### config.mk
export PLATFORM = sky130hd
export DESIGN_NAME = load_store_unit_flat
export DESIGN_NICKNAME = d
export VERILOG_FILES = /design/src/rtl/lsu_pkg.sv /design/src/rtl/lsu_if.sv /design/src/rtl/lsu_align.sv /design/src/rtl/load_store_unit.sv /design/src/flat_wrapper.sv
export SDC_FILE = /design/constraint.sdc
export NUM_CORES = 1
export LEC_CHECK = 0
export BUFFER_PORTS_ARGS = -buffer_cell sky130_fd_sc_hd__buf_2
export CELL_PAD_IN_SITES_DETAIL_PLACEMENT = 0
export CELL_PAD_IN_SITES_GLOBAL_PLACEMENT = 1
export CORE_MARGIN = 2
export CORE_UTILIZATION = 35
export CTS_BUF_LIST = sky130_fd_sc_hd__clkbuf_4 sky130_fd_sc_hd__clkbuf_8
export CTS_CLUSTER_DIAMETER = 150
export DETAILED_ROUTE_END_ITERATION = 16
export GPL_TIMING_DRIVEN = 0
export PLACE_DENSITY_LB_ADDON = 0.1
export SLEW_MARGIN = 20
export SYNTH_ARGS = -nofsm -noshare
export SYNTH_HDL_FRONTEND = slang
export SYNTH_SLANG_ARGS = --single-unit
### constraint.sdc
create_clock -name clk -period 4 [get_ports clk]
set_input_delay 0.2 -clock clk [delete_from_list [all_inputs] [get_ports clk]]
set_output_delay 0.2 -clock clk [all_outputs]
set_load 0.03 [all_outputs]
### src/rtl/lsu_pkg.sv
// Shared types and helpers for the load/store unit: FSM states, funct3
// encodings and the access legality check used when a request is accepted.
package lsu_pkg;

    typedef enum logic [1:0] {
        IDLE = 2'd0,
        REQ  = 2'd1,
        RESP = 2'd2,
        DONE = 2'd3
    } lsu_state_e;

    localparam logic [2:0] F3_B  = 3'b000;
    localparam logic [2:0] F3_H  = 3'b001;
    localparam logic [2:0] F3_W  = 3'b010;
    localparam logic [2:0] F3_BU = 3'b100;
    localparam logic [2:0] F3_HU = 3'b101;

    // 1 when funct3 is a legal size for the direction and the address is
    // naturally aligned for that size. Unsigned variants exist only for loads.
    function automatic logic access_ok(input logic       is_write,
                                       input logic [2:0] funct3,
                                       input logic [1:0] addr_lo);
        logic ok;
        ok = 1'b0;
        case (funct3)
            F3_B:    ok = 1'b1;
            F3_BU:   ok = !is_write;
            F3_H:    ok = !addr_lo[0];
            F3_HU:   ok = !is_write && !addr_lo[0];
            F3_W:    ok = (addr_lo == 2'b00);
            default: ok = 1'b0;
        endcase
        return ok;
    endfunction

endpackage

### src/rtl/lsu_if.sv
// Valid/ready data bus between the load/store unit (master) and a memory
// slave. Read responses come back on a separate rsp_valid strobe.
interface lsu_if #(
    parameter int ADDR_WIDTH = 32
);
    logic                  req_valid;
    logic                  req_ready;
    logic [ADDR_WIDTH-1:0] req_addr;
    logic                  req_we;
    logic [3:0]            req_be;
    logic [31:0]           req_wdata;
    logic                  rsp_valid;
    logic [31:0]           rsp_rdata;
    logic                  rsp_err;

    modport master (
        output req_valid, req_addr, req_we, req_be, req_wdata,
        input  req_ready, rsp_valid, rsp_rdata, rsp_err
    );

    modport slave (
        input  req_valid, req_addr, req_we, req_be, req_wdata,
        output req_ready, rsp_valid, rsp_rdata, rsp_err
    );
endinterface

### src/rtl/lsu_align.sv
// Byte-lane formatting: byte enables and lane-replicated store data for the
// bus, and lane selection plus sign/zero extension for returning loads.
module lsu_align
    import lsu_pkg::*;
(
    input  logic [1:0]  addr_lo,
    input  logic [2:0]  funct3,
    input  logic [31:0] wdata,
    input  logic [31:0] rsp_rdata,
    output logic [3:0]  be,
    output logic [31:0] store_data,
    output logic [31:0] load_data
);
    logic signed [7:0]  byte_s;
    logic signed [15:0] half_s;

    // Lane selection and formatting; funct3[1:0] alone decides the access size
    always_comb begin
        byte_s = rsp_rdata[{addr_lo, 3'b000} +: 8];
        half_s = rsp_rdata[{addr_lo[1], 4'b0000} +: 16];

        case (funct3[1:0])
            2'b00: begin
                be         = 4'b0001 << addr_lo;
                store_data = {4{wdata[7:0]}};
            end
            2'b01: begin
                be         = 4'b0011 << addr_lo;
                store_data = {2{wdata[15:0]}};
            end
            default: begin
                be         = 4'hF;
                store_data = wdata;
            end
        endcase

        case (funct3)
            F3_B:    load_data = 32'(byte_s);
            F3_H:    load_data = 32'(half_s);
            F3_BU:   load_data = {24'd0, byte_s};
            F3_HU:   load_data = {16'd0, half_s};
            default: load_data = rsp_rdata;
        endcase
    end
endmodule

### src/rtl/load_store_unit.sv
// Load/store unit: turns the core's single-cycle memory request into a
// valid/ready bus transaction, stalls the core until it completes and
// returns formatted load data with a one-cycle done pulse.
module load_store_unit
    import lsu_pkg::*;
#(
    parameter int ADDR_WIDTH     = 32,
    parameter int TIMEOUT_CYCLES = 255
) (
    input  logic                  clk,
    input  logic                  reset,
    input  logic                  mem_read,
    input  logic                  mem_write,
    input  logic [2:0]            funct3,
    input  logic [ADDR_WIDTH-1:0] addr,
    input  logic [31:0]           wdata,
    output logic [31:0]           rdata,
    output logic                  stall,
    output logic                  done,
    output logic                  access_err,
    output logic                  bus_err,
    lsu_if.master                 bus
);
    localparam int CNT_W = (TIMEOUT_CYCLES > 1) ? $clog2(TIMEOUT_CYCLES) : 1;
    localparam logic [CNT_W-1:0] TO_LAST =
        CNT_W'((TIMEOUT_CYCLES > 0) ? TIMEOUT_CYCLES - 1 : 0);

    lsu_state_e            state_q, state_d;
    logic [CNT_W-1:0]      cnt_q;
    logic [ADDR_WIDTH-1:0] addr_q;
    logic [2:0]            funct3_q;
    logic [31:0]           wdata_q;
    logic                  we_q;
    logic [31:0]           rdata_q;
    logic                  bus_err_q;

    logic                  start;
    logic                  resp_take;
    logic                  timeout_exit;
    logic                  timeout_hit;
    logic [3:0]            be;
    logic [31:0]           store_data;
    logic [31:0]           load_data;

    lsu_align u_align (
        .addr_lo   (addr_q[1:0]),
        .funct3    (funct3_q),
        .wdata     (wdata_q),
        .rsp_rdata (bus.rsp_rdata),
        .be        (be),
        .store_data(store_data),
        .load_data (load_data)
    );

    // The counter value TO_LAST marks the final allowed cycle in REQ/RESP
    assign timeout_hit = (TIMEOUT_CYCLES != 0) && (cnt_q == TO_LAST);

    // Next state, stall and access-error decode; stall/access_err forced low in reset
    always_comb begin
        state_d      = state_q;
        stall        = 1'b0;
        access_err   = 1'b0;
        start        = 1'b0;
        resp_take    = 1'b0;
        timeout_exit = 1'b0;
        case (state_q)
            IDLE: begin
                if (mem_read || mem_write) begin
                    if (access_ok(mem_write, funct3, addr[1:0])) begin
                        start   = 1'b1;
                        stall   = 1'b1;
                        state_d = REQ;
                    end else begin
                        access_err = 1'b1;
                    end
                end
            end
            REQ: begin
                stall = 1'b1;
                if (bus.req_ready) begin
                    state_d = we_q ? DONE : RESP;
                end else if (timeout_hit) begin
                    timeout_exit = 1'b1;
                    state_d      = DONE;
                end
            end
            RESP: begin
                stall = 1'b1;
                if (bus.rsp_valid) begin
                    resp_take = 1'b1;
                    state_d   = DONE;
                end else if (timeout_hit) begin
                    timeout_exit = 1'b1;
                    state_d      = DONE;
                end
            end
            DONE: begin
                state_d = IDLE;
            end
            default: begin
                state_d = IDLE;
            end
        endcase
        if (!reset) begin
            stall      = 1'b0;
            access_err = 1'b0;
        end
    end

    // State register; the wait counter restarts on every state change
    always_ff @(posedge clk or negedge reset) begin
        if (!reset) begin
            state_q <= IDLE;
            cnt_q   <= '0;
        end else begin
            state_q <= state_d;
            if (state_d != state_q) begin
                cnt_q <= '0;
            end else if (state_q == REQ || state_q == RESP) begin
                cnt_q <= cnt_q + 1'b1;
            end
        end
    end

    // Request direction, held for the whole access
    always_ff @(posedge clk or negedge reset) begin
        if (!reset) begin
            we_q <= 1'b0;
        end else if (start) begin
            we_q <= mem_write;
        end
    end

    // Request payload latch; only observed while the request is outstanding
    always_ff @(posedge clk) begin
        if (start) begin
            addr_q   <= addr;
            funct3_q <= funct3;
            wdata_q  <= wdata;
        end
    end

    // Completion results, captured on the transition into DONE and held
    always_ff @(posedge clk or negedge reset) begin
        if (!reset) begin
            rdata_q   <= '0;
            bus_err_q <= 1'b0;
        end else if (state_q != DONE && state_d == DONE) begin
            rdata_q   <= resp_take ? load_data : '0;
            bus_err_q <= resp_take ? bus.rsp_err : timeout_exit;
        end
    end

    assign bus.req_valid = (state_q == REQ);
    assign bus.req_addr  = bus.req_valid ? {addr_q[ADDR_WIDTH-1:2], 2'b00} : '0;
    assign bus.req_we    = bus.req_valid & we_q;
    assign bus.req_be    = bus.req_valid ? be : 4'h0;
    assign bus.req_wdata = (bus.req_valid && we_q) ? store_data : '0;

    assign done    = (state_q == DONE);
    assign bus_err = done & bus_err_q;
    assign rdata   = rdata_q;

endmodule

### src/flat_wrapper.sv
// flat-port wrapper written by rule: the top's interface ports become plain ports
module load_store_unit_flat import lsu_pkg::*;
#(
    parameter int ADDR_WIDTH     = 32,
    parameter int TIMEOUT_CYCLES = 255
)
  (clk, reset, mem_read, mem_write, funct3, addr, wdata, rdata, stall, done, access_err, bus_err, bus_req_valid, bus_req_addr, bus_req_we, bus_req_be, bus_req_wdata, bus_req_ready, bus_rsp_valid, bus_rsp_rdata, bus_rsp_err);
  lsu_if #(.ADDR_WIDTH(ADDR_WIDTH)) bus_i ();
  input  logic clk;
  input  logic reset;
  input  logic mem_read;
  input  logic mem_write;
  input  logic [2:0] funct3;
  input  logic [ADDR_WIDTH-1:0] addr;
  input  logic [31:0] wdata;
  output logic [31:0] rdata;
  output logic stall;
  output logic done;
  output logic access_err;
  output logic bus_err;
  output wire logic [$bits(bus_i.req_valid)-1:0] bus_req_valid;
  output wire logic [$bits(bus_i.req_addr)-1:0] bus_req_addr;
  output wire logic [$bits(bus_i.req_we)-1:0] bus_req_we;
  output wire logic [$bits(bus_i.req_be)-1:0] bus_req_be;
  output wire logic [$bits(bus_i.req_wdata)-1:0] bus_req_wdata;
  input wire logic [$bits(bus_i.req_ready)-1:0] bus_req_ready;
  input wire logic [$bits(bus_i.rsp_valid)-1:0] bus_rsp_valid;
  input wire logic [$bits(bus_i.rsp_rdata)-1:0] bus_rsp_rdata;
  input wire logic [$bits(bus_i.rsp_err)-1:0] bus_rsp_err;
  assign bus_req_valid = bus_i.req_valid;
  assign bus_req_addr = bus_i.req_addr;
  assign bus_req_we = bus_i.req_we;
  assign bus_req_be = bus_i.req_be;
  assign bus_req_wdata = bus_i.req_wdata;
  assign bus_i.req_ready = bus_req_ready;
  assign bus_i.rsp_valid = bus_rsp_valid;
  assign bus_i.rsp_rdata = bus_rsp_rdata;
  assign bus_i.rsp_err = bus_rsp_err;
  load_store_unit #(.ADDR_WIDTH(ADDR_WIDTH), .TIMEOUT_CYCLES(TIMEOUT_CYCLES)) u_core (.clk(clk), .reset(reset), .mem_read(mem_read), .mem_write(mem_write), .funct3(funct3), .addr(addr), .wdata(wdata), .rdata(rdata), .stall(stall), .done(done), .access_err(access_err), .bus_err(bus_err), .bus(bus_i));
endmodule
==> flow_summary.yaml, run 1 <==
run_status:
  status: "finished, final reports clean"
grt:
  grtUsageTotal: 0.196
  grt_pass1_wl_mm: 25.3
  grt_pass1_vias: 4820
  grt_start_max_net_pins: 47
  antenna_found_initial: 0
  overflow: 0
timing:
  maxSlewViolCount: 0
  finalSetupViolations: 0
  clock-skew-final_ns: 0.0144
  min_period_over_period: 0.747
  fmax_mhz: 335
  finalSetupTns_ns: 0
  maxSlewHeadroom: 0.454
  setup_slack_ns: 1.01
  final-hold-violation-count: 0
  rsz0062_at_grt: "false"
  min_period_ns: 2.99
  worst_pin_slew_ns: 0.812
hold_path:
  hp-start: "funct3[0]"
  min_path_type: "in2reg"
setup_path:
  crit_fanout: 10
  crit_required_ns: 3.80
  r2r_start: "u_core.state_q[1]"
  timing.critical_path.buf_inv: 4
  cp-startpoint: "u_core.state_q[1]"
  cp.arrival_ns: 2.79
  start_kind: "register"
  crit_chain: "inv_1 -> ha_1 -> clkbuf_1 -> nand2_1 -> clkbuf_1 -> a21oi_1 -> buf_2"
  critical_path_class: "reg2out"
  cp_common_cell: "clkbuf_1"
  crit_path_end_kind: "output port"
  crit_family: "buffers and inverters"
  worst_path_max_delay_cell: "clkbuf_1"
  slowest_delay_ns: 0.48
floorplan:
  io_pins: 212
  start_util: 0.360
  die_x_um: 129
  die_area_mm2: 0.0167
  fp.dieH_um: 129
  coreArea_mm2: 0.0153
  num_rows: 45
layout:
  mostFrequentLayoutCells: "buf_2, edfxtp_1, dlygate4sd3_1, nor2_1, dfrtp_1"
  multi_input_area_mm2: 0.00218
  layout_commonest_cell: "buf_2"
  drive_gt1_frac: 0.327
  fillers: 1393
  syn2layout_area_growth_pct: 40.8
  seqCellArea_mm2: 0.00311
  final_util: 0.507
  nets: 884
synth:
  synth_cell_types: 53
  yosysSeqAreaShare: 0.567
  yosys_warnings: 0
  synthXorXnorAreaFrac: 0.0112
  syn_area_mm2: 0.00549
  synth_compound_area_frac: 0.129
  synth-seq-cells: 111
  synth_top_family_by_area: "simple AND/OR/NAND/NOR gates"
  yosys.area_share.simple: 0.162
  synth_cells: 483
  synthArstFlopShare: 0.396
  dominantRegCellSynth: "edfxtp_1"
  syn_avg_cell_area_um2: 11.4
  synth_fa_ha_area_frac: 0.0182
  synth_mux_area_frac: 0.0722
  synth_edf_count: 67
detailed_routing:
  drc_errors: 0
  routedLengthMet1_mm: 7.20
  vias_per_cell: 4.80
  drt_wl_total_mm: 16.1
  top_layer_used: "met4"
  vias: 4735
  wl_per_cell_um: 16.3
  drt_iter0_drc: 255
  wl_met2_mm: 7.50
  dr_wl_met3_mm: 1.16
  antenna_left: 0
  detail_route.first_pass.iterations: 4
clock_network:
  root_buffer: "clkbuf_8"
  clkTransAtPathRegs_ns: 0.10
  cts_tree: "yes"
  cts_max_path_buffers: 2
  cts_buffers: 9
  cts_sinks: 111
  clk_latency_ns: 0.39
  htree_num_levels: 3
job:
  drv_cap: 0
placement:
  port_buffers: 209
  place_ws_ns: 1.07
  gp_congestion: 0.858
  hpwl_mm: 11.7
pwr:
  peakVddDrop_v: 0.000249
  p_leak_uw: 0.00353
  p_per_area_mw_per_mm2: 572
==> registers in the layout (all words and copies together), names as in the netlist <==
register	flops
u_core.wdata_q	32
u_core.state_q	2
u_core.funct3_q	3
u_core.we_q	1
u_core.bus_err_q	1
u_core.rdata	32
u_core.addr_q	32
u_core.cnt_q	8
==> kinds of logic (layout without fill, tap and decap cells) <==
| group | Yosys count | after routing |
|---|---|---|
| adders and majority gates | 8 | 8 |
| muxes | 36 | 36 |
| other | 1 | 3 |
| buffers and inverters | 48 | 338 |
| and+or+nand+nor | 168 | 168 |
| DFF | 111 | 111 |
| AOI/OAI and AO/OA | 104 | 104 |
| xor gates and xnor gates | 7 | 7 |
==> what timing repair did <==
item | CTS | global route
endpoints found under the hold margin | 63 | 44
hold buffers | 63 | 1
resized for setup | 0 | 0
setup buffers | 0 | 0
==> per-layer routing <==
layer,GRT usage,vias to the layer above
li1,-,2320
met1,0.256,2226
met2,0.322,172
met3,0.0495,17
met4,0.0633,0
met5,0,-
==> area by class of cell <==
cell class	instances	share of cell area
flip-flops and latches	111	0.403
well taps	211	0.0341
multi-input cells	325	0.282
clock buffers	9	0.0160
diodes	1	0.000324
repair buffers	275	0.225
clock inverters	6	0.0121
plain buffers	33	0.0209
inverters	15	0.00728
==> power breakdown <==
part           internal (uW)  leakage [uW]  total, uW  switching [uW]
registers               1430       0.00121       1540             118
clock network            354      0.000106        762             408
logic                    707       0.00221       2120            1410
total                   2490       0.00353       4420            1930
==> path summary, 6_finish.rpt <==
check	slack [ns]	depth (start not counted)	to
max in group asynchronous	3.23	2	u_core.rdata[7]
worst max-delay path	1.01	7	bus_req_wdata[14]
worst min-delay path	0.07	1	u_core.funct3_q[0]
worst max register to register	1.09	8	u_core.rdata[21]
worst min register to register	0.51	1	u_core.rdata[26]
min in group asynchronous	0.35	2	u_core.rdata[21]
==> synthesized netlist by cell type, types with 2 or more instances <==
cell type / instances / area share
a21oi_1: 40 / 0.036
a22o_1: 17 / 0.027
a2bb2oi_1: 7 / 0.011
a31oi_1: 10 / 0.011
and2_1: 31 / 0.035
and3_1: 11 / 0.013
buf_1: 3 / 0.0020
buf_2: 3 / 0.0027
buf_4: 2 / 0.0027
clkbuf_1: 21 / 0.014
clkbuf_2: 2 / 0.0018
dfrtp_1: 44 / 0.20
edfxtp_1: 67 / 0.37
ha_1: 8 / 0.018
inv_1: 15 / 0.010
mux2_2: 7 / 0.014
mux2_4: 3 / 0.0082
mux2i_1: 25 / 0.046
nand2_1: 25 / 0.017
nand2b_1: 16 / 0.018
nand3_1: 2 / 0.0018
nand4_1: 4 / 0.0046
nor2_1: 47 / 0.032
nor2b_1: 12 / 0.014
nor3_1: 3 / 0.0027
nor3b_1: 2 / 0.0027
nor4_1: 9 / 0.010
o21a_1: 5 / 0.0068
o21ai_0: 7 / 0.0064
o221ai_1: 7 / 0.011
xnor2_1: 3 / 0.0048
xor2_1: 4 / 0.0064
==> through the flow <==
| step | instance area (um2) | hold WS, ns | cells | total power, uW |
|---|---|---|---|---|
| floorplan | 5500 | -0.0956 | 484 | 2990 |
| finish | 7730 | 0.0659 | 986 | 4420 |
| global route | 7730 | 0.0406 | 985 | 4700 |
| global placement | 6810 | 0.376 | 904 | 3610 |
| CTS | 7720 | 0.0181 | 984 | 4460 |
| detailed placement | 6870 | 0.378 | 906 | 3650 |
No activity file was read; power rests on OpenSTA's default activity.
==> inputs of run 2 (changes only) <==
--- a/config.mk
+++ b/config.mk
@@ -5,11 +5,12 @@
 export SDC_FILE = /design/constraint.sdc
 export NUM_CORES = 1
 export LEC_CHECK = 0
+export ABC_AREA = 1
 export BUFFER_PORTS_ARGS = -buffer_cell sky130_fd_sc_hd__buf_2
 export CELL_PAD_IN_SITES_DETAIL_PLACEMENT = 0
 export CELL_PAD_IN_SITES_GLOBAL_PLACEMENT = 1
 export CORE_MARGIN = 2
-export CORE_UTILIZATION = 35
+export CORE_UTILIZATION = 37
 export CTS_BUF_LIST = sky130_fd_sc_hd__clkbuf_4 sky130_fd_sc_hd__clkbuf_8
 export CTS_CLUSTER_DIAMETER = 150
 export DETAILED_ROUTE_END_ITERATION = 16
==> constraint.sdc (replaced) <==
create_clock -name clk -period 2.76 [get_ports clk]
set_input_delay 0.138 -clock clk [delete_from_list [all_inputs] [get_ports clk]]
set_output_delay 0.138 -clock clk [all_outputs]
set_load 0.03 [all_outputs]
==> flow_summary.yaml, run 2 <==
run_status:
  status: "finished, final reports clean"
clock_network:
  clk_latency_ns: 0.39
  htree_num_levels: 3
  cts_buffers: 9
  cts_max_path_buffers: 2
  root_buffer: "clkbuf_8"
  cts_sinks: 111
  cts_tree: "yes"
  clkTransAtPathRegs_ns: 0.11
synth:
  synth-seq-cells: 111
  syn_avg_cell_area_um2: 8.83
  yosys_warnings: 0
  yosys-top-cells-area: "edfxtp_1, dfrtp_1, nand2_1"
  yosys.area.top_type: "edfxtp_1"
  synth_edf_count: 67
  synth.top_cell.area_share: 0.362
  yosysMostFrequentCell: "nand2_1"
  syn_area_mm2: 0.00555
  yosysSeqAreaShare: 0.561
  synthArstFlopShare: 0.396
  dominantRegCellSynth: "edfxtp_1"
  synth.cells.most_frequent: "nand2_1, nor2_1, inv_1"
  synth_cells: 629
  synth_cell_types: 40
setup_path:
  cp.arrival_ns: 2.39
  crit_fanout: 10
  crit_required_ns: 2.62
  crit_path_end_kind: "output port"
  critical_path_class: "reg2out"
  start_kind: "register"
timing:
  rsz0062_at_grt: "false"
  setup_slack_ns: 0.236
  min_period_over_period: 0.915
  worst_pin_slew_ns: 0.608
  maxSlewHeadroom: 0.595
  maxSlewViolCount: 0
  clock-skew-final_ns: 0.0138
  min_period_ns: 2.52
  final-hold-violation-count: 0
  fmax_mhz: 396
  finalSetupViolations: 0
layout:
  drive_gt1_frac: 0.290
  syn2layout_area_growth_pct: 40.0
  layout_commonest_cell: "buf_2"
  diodes: 0
  final_util: 0.533
  nets: 1035
  mostFrequentLayoutCells: "buf_2, nand2_1, nor2_1, inv_1, dlygate4sd3_1"
placement:
  place_ws_ns: 0.266
  port_buffers: 209
  hpwl_mm: 12.6
  gp_congestion: 0.869
floorplan:
  coreArea_mm2: 0.0146
  num_rows: 44
  die_x_um: 127
  start_util: 0.381
  io_pins: 212
  die_area_mm2: 0.0160
  fp.dieH_um: 127
detailed_routing:
  vias_per_cell: 4.86
  drt_iter0_drc: 280
  drc_errors: 0
  wl_per_cell_um: 15.5
  detail_route.first_pass.iterations: 5
  antenna_left: 0
  drt_wl_total_mm: 17.2
  vias: 5392
pwr:
  p_sw_uw: 3350
  peakVddDrop_v: 0.000512
  p_per_area_mw_per_mm2: 888
  p_int_uw: 3550
  netSwitchingFraction: 0.485
  power.total_uw: 6900
  p_comb_frac: 0.517
  seqPwrFrac: 0.330
  pwr-share-clk: 0.153
  p_leak_uw: 0.00408
grt:
  grt_start_max_net_pins: 47
  overflow: 0
  grt_pass1_vias: 5563
  grtUsageTotal: 0.214
  antenna_found_initial: 0
  grt_pass1_wl_mm: 27.1
job:
  drv_cap: 0
hold_path:
  min_path_type: "in2reg"
run 2: layout make-up:
cell class | instances | area (um2)
Timing Repair inverter | 1 | 5.00
Inverter | 72 | 277
Tap cell | 184 | 230
Sequential cell | 111 | 3110
Fill cell | 1388 | 6820
Clock inverter | 7 | 83.8
Timing Repair Buffer | 280 | 1770
Buffer | 31 | 174
Multi-Input combinational cell | 415 | 2000
Clock buffer | 9 | 124
run 2: logic make-up after synthesis:
kind of cell | synth area share
other cells | 0.000675
flops | 0.561
compound gates | 0.122
simple gates | 0.209
buf+inv | 0.0804
fa+ha+maj | 0.0180
xor+xnor | 0.00946
run 2: power groups by stage:
stage          combinational (uW)  clock [uW]  sequential, uW
6_report                     3570        1050            2280
2_1_floorplan                2020           0            2700
4_1_cts                      3580        1090            2280
3_5_place_dp                 3490           0            2320
5_1_grt                      3900        1150            2320
3_3_place_gp                 3460           0            2310
run 2: worst max-delay path: stages, from the launching register on:
cell	delay, ns
edfxtp_1	0.52
nor2_4	0.30
inv_2	0.17
clkbuf_1	0.27
o21ai_0	0.41
nor2_1	0.11
buf_2	0.20
run 2: metrics by stage:
step / instance area, um2 / std cells / hold slack (ns) / TNS, ns
3_3_place_gp: 6830 / 1023 / 0.314 / -35.34
6_report: 7770 / 1110 / 0.101 / 0
5_1_grt: 7770 / 1110 / 0.116 / 0
2_1_floorplan: 5560 / 630 / -0.158 / 0
4_1_cts: 7750 / 1108 / 0.0780 / 0
3_5_place_dp: 6860 / 1024 / 0.316 / 0
run 2: timing repair:
item                                   CTS  global route
endpoints found under the hold margin  112             0
pin swaps                                0             0
hold buffers                            69             0
gates resized for setup                  1             3
buffers inserted                         0             1
cloned                                   0             1
setup endpoints to repair               11            15
run 2: path summary, 6_finish.rpt:
path | slack [ns] | cells past startpoint | endpoint | from
worst max-delay path | 0.24 | 6 | bus_req_wdata[30] | u_core.funct3_q[1]
worst min register to register | 0.49 | 2 | u_core.rdata[17] | u_core.rdata[17]
min in group asynchronous | 0.29 | 2 | u_core.rdata[22] | reset
worst min-delay path | 0.10 | 5 | u_core.bus_err_q | bus_rsp_err
worst max register to register | 0.45 | 10 | u_core.rdata[3] | u_core.state_q[1]
max in group asynchronous | 2.05 | 2 | u_core.rdata[27] | reset
run 2: per-layer routing:
layer | track usage | up-vias | share of wire
li1 | - | 2631 | -
met1 | 0.261 | 2515 | 0.41
met2 | 0.363 | 210 | 0.48
met3 | 0.0443 | 36 | 0.070
met4 | 0.101 | 0 | 0.034
met5 | 0 | - | 0
==> inputs of run 3 (changes only) <==
--- a/config.mk
+++ b/config.mk
@@ -6,6 +6,7 @@
 export NUM_CORES = 1
 export LEC_CHECK = 0
 export ABC_AREA = 1
+export ABC_CLOCK_PERIOD_IN_PS = 2560
 export BUFFER_PORTS_ARGS = -buffer_cell sky130_fd_sc_hd__buf_2
 export CELL_PAD_IN_SITES_DETAIL_PLACEMENT = 0
 export CELL_PAD_IN_SITES_GLOBAL_PLACEMENT = 1
@@ -20,3 +21,4 @@
 export SYNTH_ARGS = -nofsm -noshare
 export SYNTH_HDL_FRONTEND = slang
 export SYNTH_SLANG_ARGS = --single-unit
+export TNS_END_PERCENT = 50
==> constraint.sdc (replaced) <==
create_clock -name clk -period 2.56 [get_ports clk]
set_input_delay 0.128 -clock clk [delete_from_list [all_inputs] [get_ports clk]]
set_output_delay 0.128 -clock clk [all_outputs]
set_load 0.03 [all_outputs]
==> flow_summary.yaml, run 3 (synthesized netlist as in run 2, its figures left out) <==
layout:
  nets: 1037
  diodes: 0
  seqCellArea_mm2: 0.00311
  final_util: 0.536
  drive_gt1_frac: 0.295
  multi_input_area_mm2: 0.00200
  layoutNonFillerInstCount: 1112
  syn2layout_area_growth_pct: 40.7
  layout_commonest_cell: "buf_2"
  mostFrequentLayoutCells: "buf_2, nand2_1, nor2_1, dlygate4sd3_1, inv_1"
  fillers: 1344
detailed_routing:
  drc_errors: 0
  vias_per_cell: 4.81
  vias: 5351
  detail_route.first_pass.iterations: 5
  drt_wl_total_mm: 16.9
  drt_iter0_drc: 221
  antenna_left: 0
  wl_per_cell_um: 15.2
setup_path:
  cp-startpoint: "u_core.funct3_q[1]"
  crit_fanout: 10
  r2r_start: "u_core.state_q[0]"
  cp.arrival_ns: 2.27
  crit_required_ns: 2.43
  crit_path_end_kind: "output port"
  critical_path_class: "reg2out"
  start_kind: "register"
timing:
  maxSlewViolCount: 0
  worst_pin_slew_ns: 0.626
  rsz0062_at_grt: "false"
  final-hold-violation-count: 0
  fmax_mhz: 417
  min_period_over_period: 0.937
  finalSetupTns_ns: 0
  min_period_ns: 2.40
  maxSlewHeadroom: 0.583
  finalSetupViolations: 0
  clock-skew-final_ns: 0.0137
clock_network:
  cts_tree: "yes"
  cts_buffers: 9
  cts_max_path_buffers: 2
  htree_num_levels: 3
  root_buffer: "clkbuf_8"
  cts_sinks: 111
  clk_latency_ns: 0.40
  clkTransAtPathRegs_ns: 0.11
grt:
  grt_pass1_vias: 5470
  grt_start_max_net_pins: 47
  antenna_found_initial: 0
  grtUsageTotal: 0.211
  overflow: 0
  grt_pass1_wl_mm: 26.5
placement:
  hpwl_mm: 12.6
  gp_congestion: 0.868
  port_buffers: 209
  numPlacedInstances: 1025
floorplan:
  die_x_um: 127
  io_pins: 212
  start_util: 0.381
  die_area_mm2: 0.0160
  fp.dieH_um: 127
  num_rows: 44
  coreArea_mm2: 0.0146
pwr:
  p_leak_uw: 0.00409
  p_per_area_mw_per_mm2: 946
  peakVddDrop_v: 0.000391
hold_path:
  hp-start: "bus_rsp_err"
  min_path_type: "in2reg"
job:
  drv_cap: 0
run_status:
  status: "finished, final reports clean"
run 3: cell count changes in the layout (fill, tap and decap cells not counted), sizes merged:
cell      previous run  this run
buf                229       227
clkinv               2         3
clkbuf              22        27
bufinv               1         0
clkinvlp             2         1
run 3: critical path: stages, from the launching register on:
cell and delay, ns:
edfxtp_1 0.52, nor2_4 0.30, inv_2 0.17, clkbuf_1 0.28, o21ai_0 0.32, nor2_1 0.10
clkbuf_4 0.19
run 3: final timing paths:
check                                    endpoint  slack, ns  depth (start not counted)
worst max-delay path            bus_req_wdata[30]       0.16                          6
worst min-delay path             u_core.bus_err_q       0.08                          5
worst max register to register    u_core.rdata[5]       0.38                         10
worst min register to register   u_core.rdata[22]       0.49                          2
max in group asynchronous       u_core.state_q[1]       1.86                          2
min in group asynchronous        u_core.rdata[23]       0.27                          2
run 3: per-stage QoR:
| step | total power, uW | hold slack [ns] | area, um2 | setup WS [ns] |
|---|---|---|---|---|
| after floorplan | 5090 | -0.168 | 5560 | 0.0281 |
| after global placement | 6210 | 0.305 | 6840 | -0.312 |
| after detailed placement | 6270 | 0.306 | 6880 | 0.139 |
| after CTS | 7430 | 0.0467 | 7780 | 0.0000482 |
| after global routing | 7880 | 0.0985 | 7810 | 0.00625 |
| final | 7390 | 0.0770 | 7810 | 0.161 |
run 3: routing by layer:
metal  wire length, um  global-route usage  up-vias
li1                  -                   -     2632
met1              7330               0.264     2490
met2              7940               0.354      201
met3              1180              0.0456       28
met4               450              0.0899        0
met5                 0                   0        -
run 3: power breakdown:
part           leakage (uW)  internal (uW)  switching [uW]
combinational       0.00278           1120            2770
sequential          0.00121           2280             169
clock             0.0000995            383             676
total               0.00409           3780            3610
run 3: layout make-up:
type | count | share of cell area
Sequential cell | 111 | 0.399
Multi-Input combinational cell | 415 | 0.257
Timing Repair Buffer | 282 | 0.232
Inverter | 72 | 0.0351
Tap cell | 184 | 0.0295
Buffer | 32 | 0.0235
Clock buffer | 9 | 0.0159
Clock inverter | 7 | 0.00913
run 3: repair_timing:
item | 4_1_cts | 5_1_grt
endpoints found under the hold margin | 112 | 0
setup endpoints to repair | 13 | 16
setup buffers | 0 | 2
hold buffers | 69 | 0
resized for setup | 6 | 11
pin swaps | 0 | 0
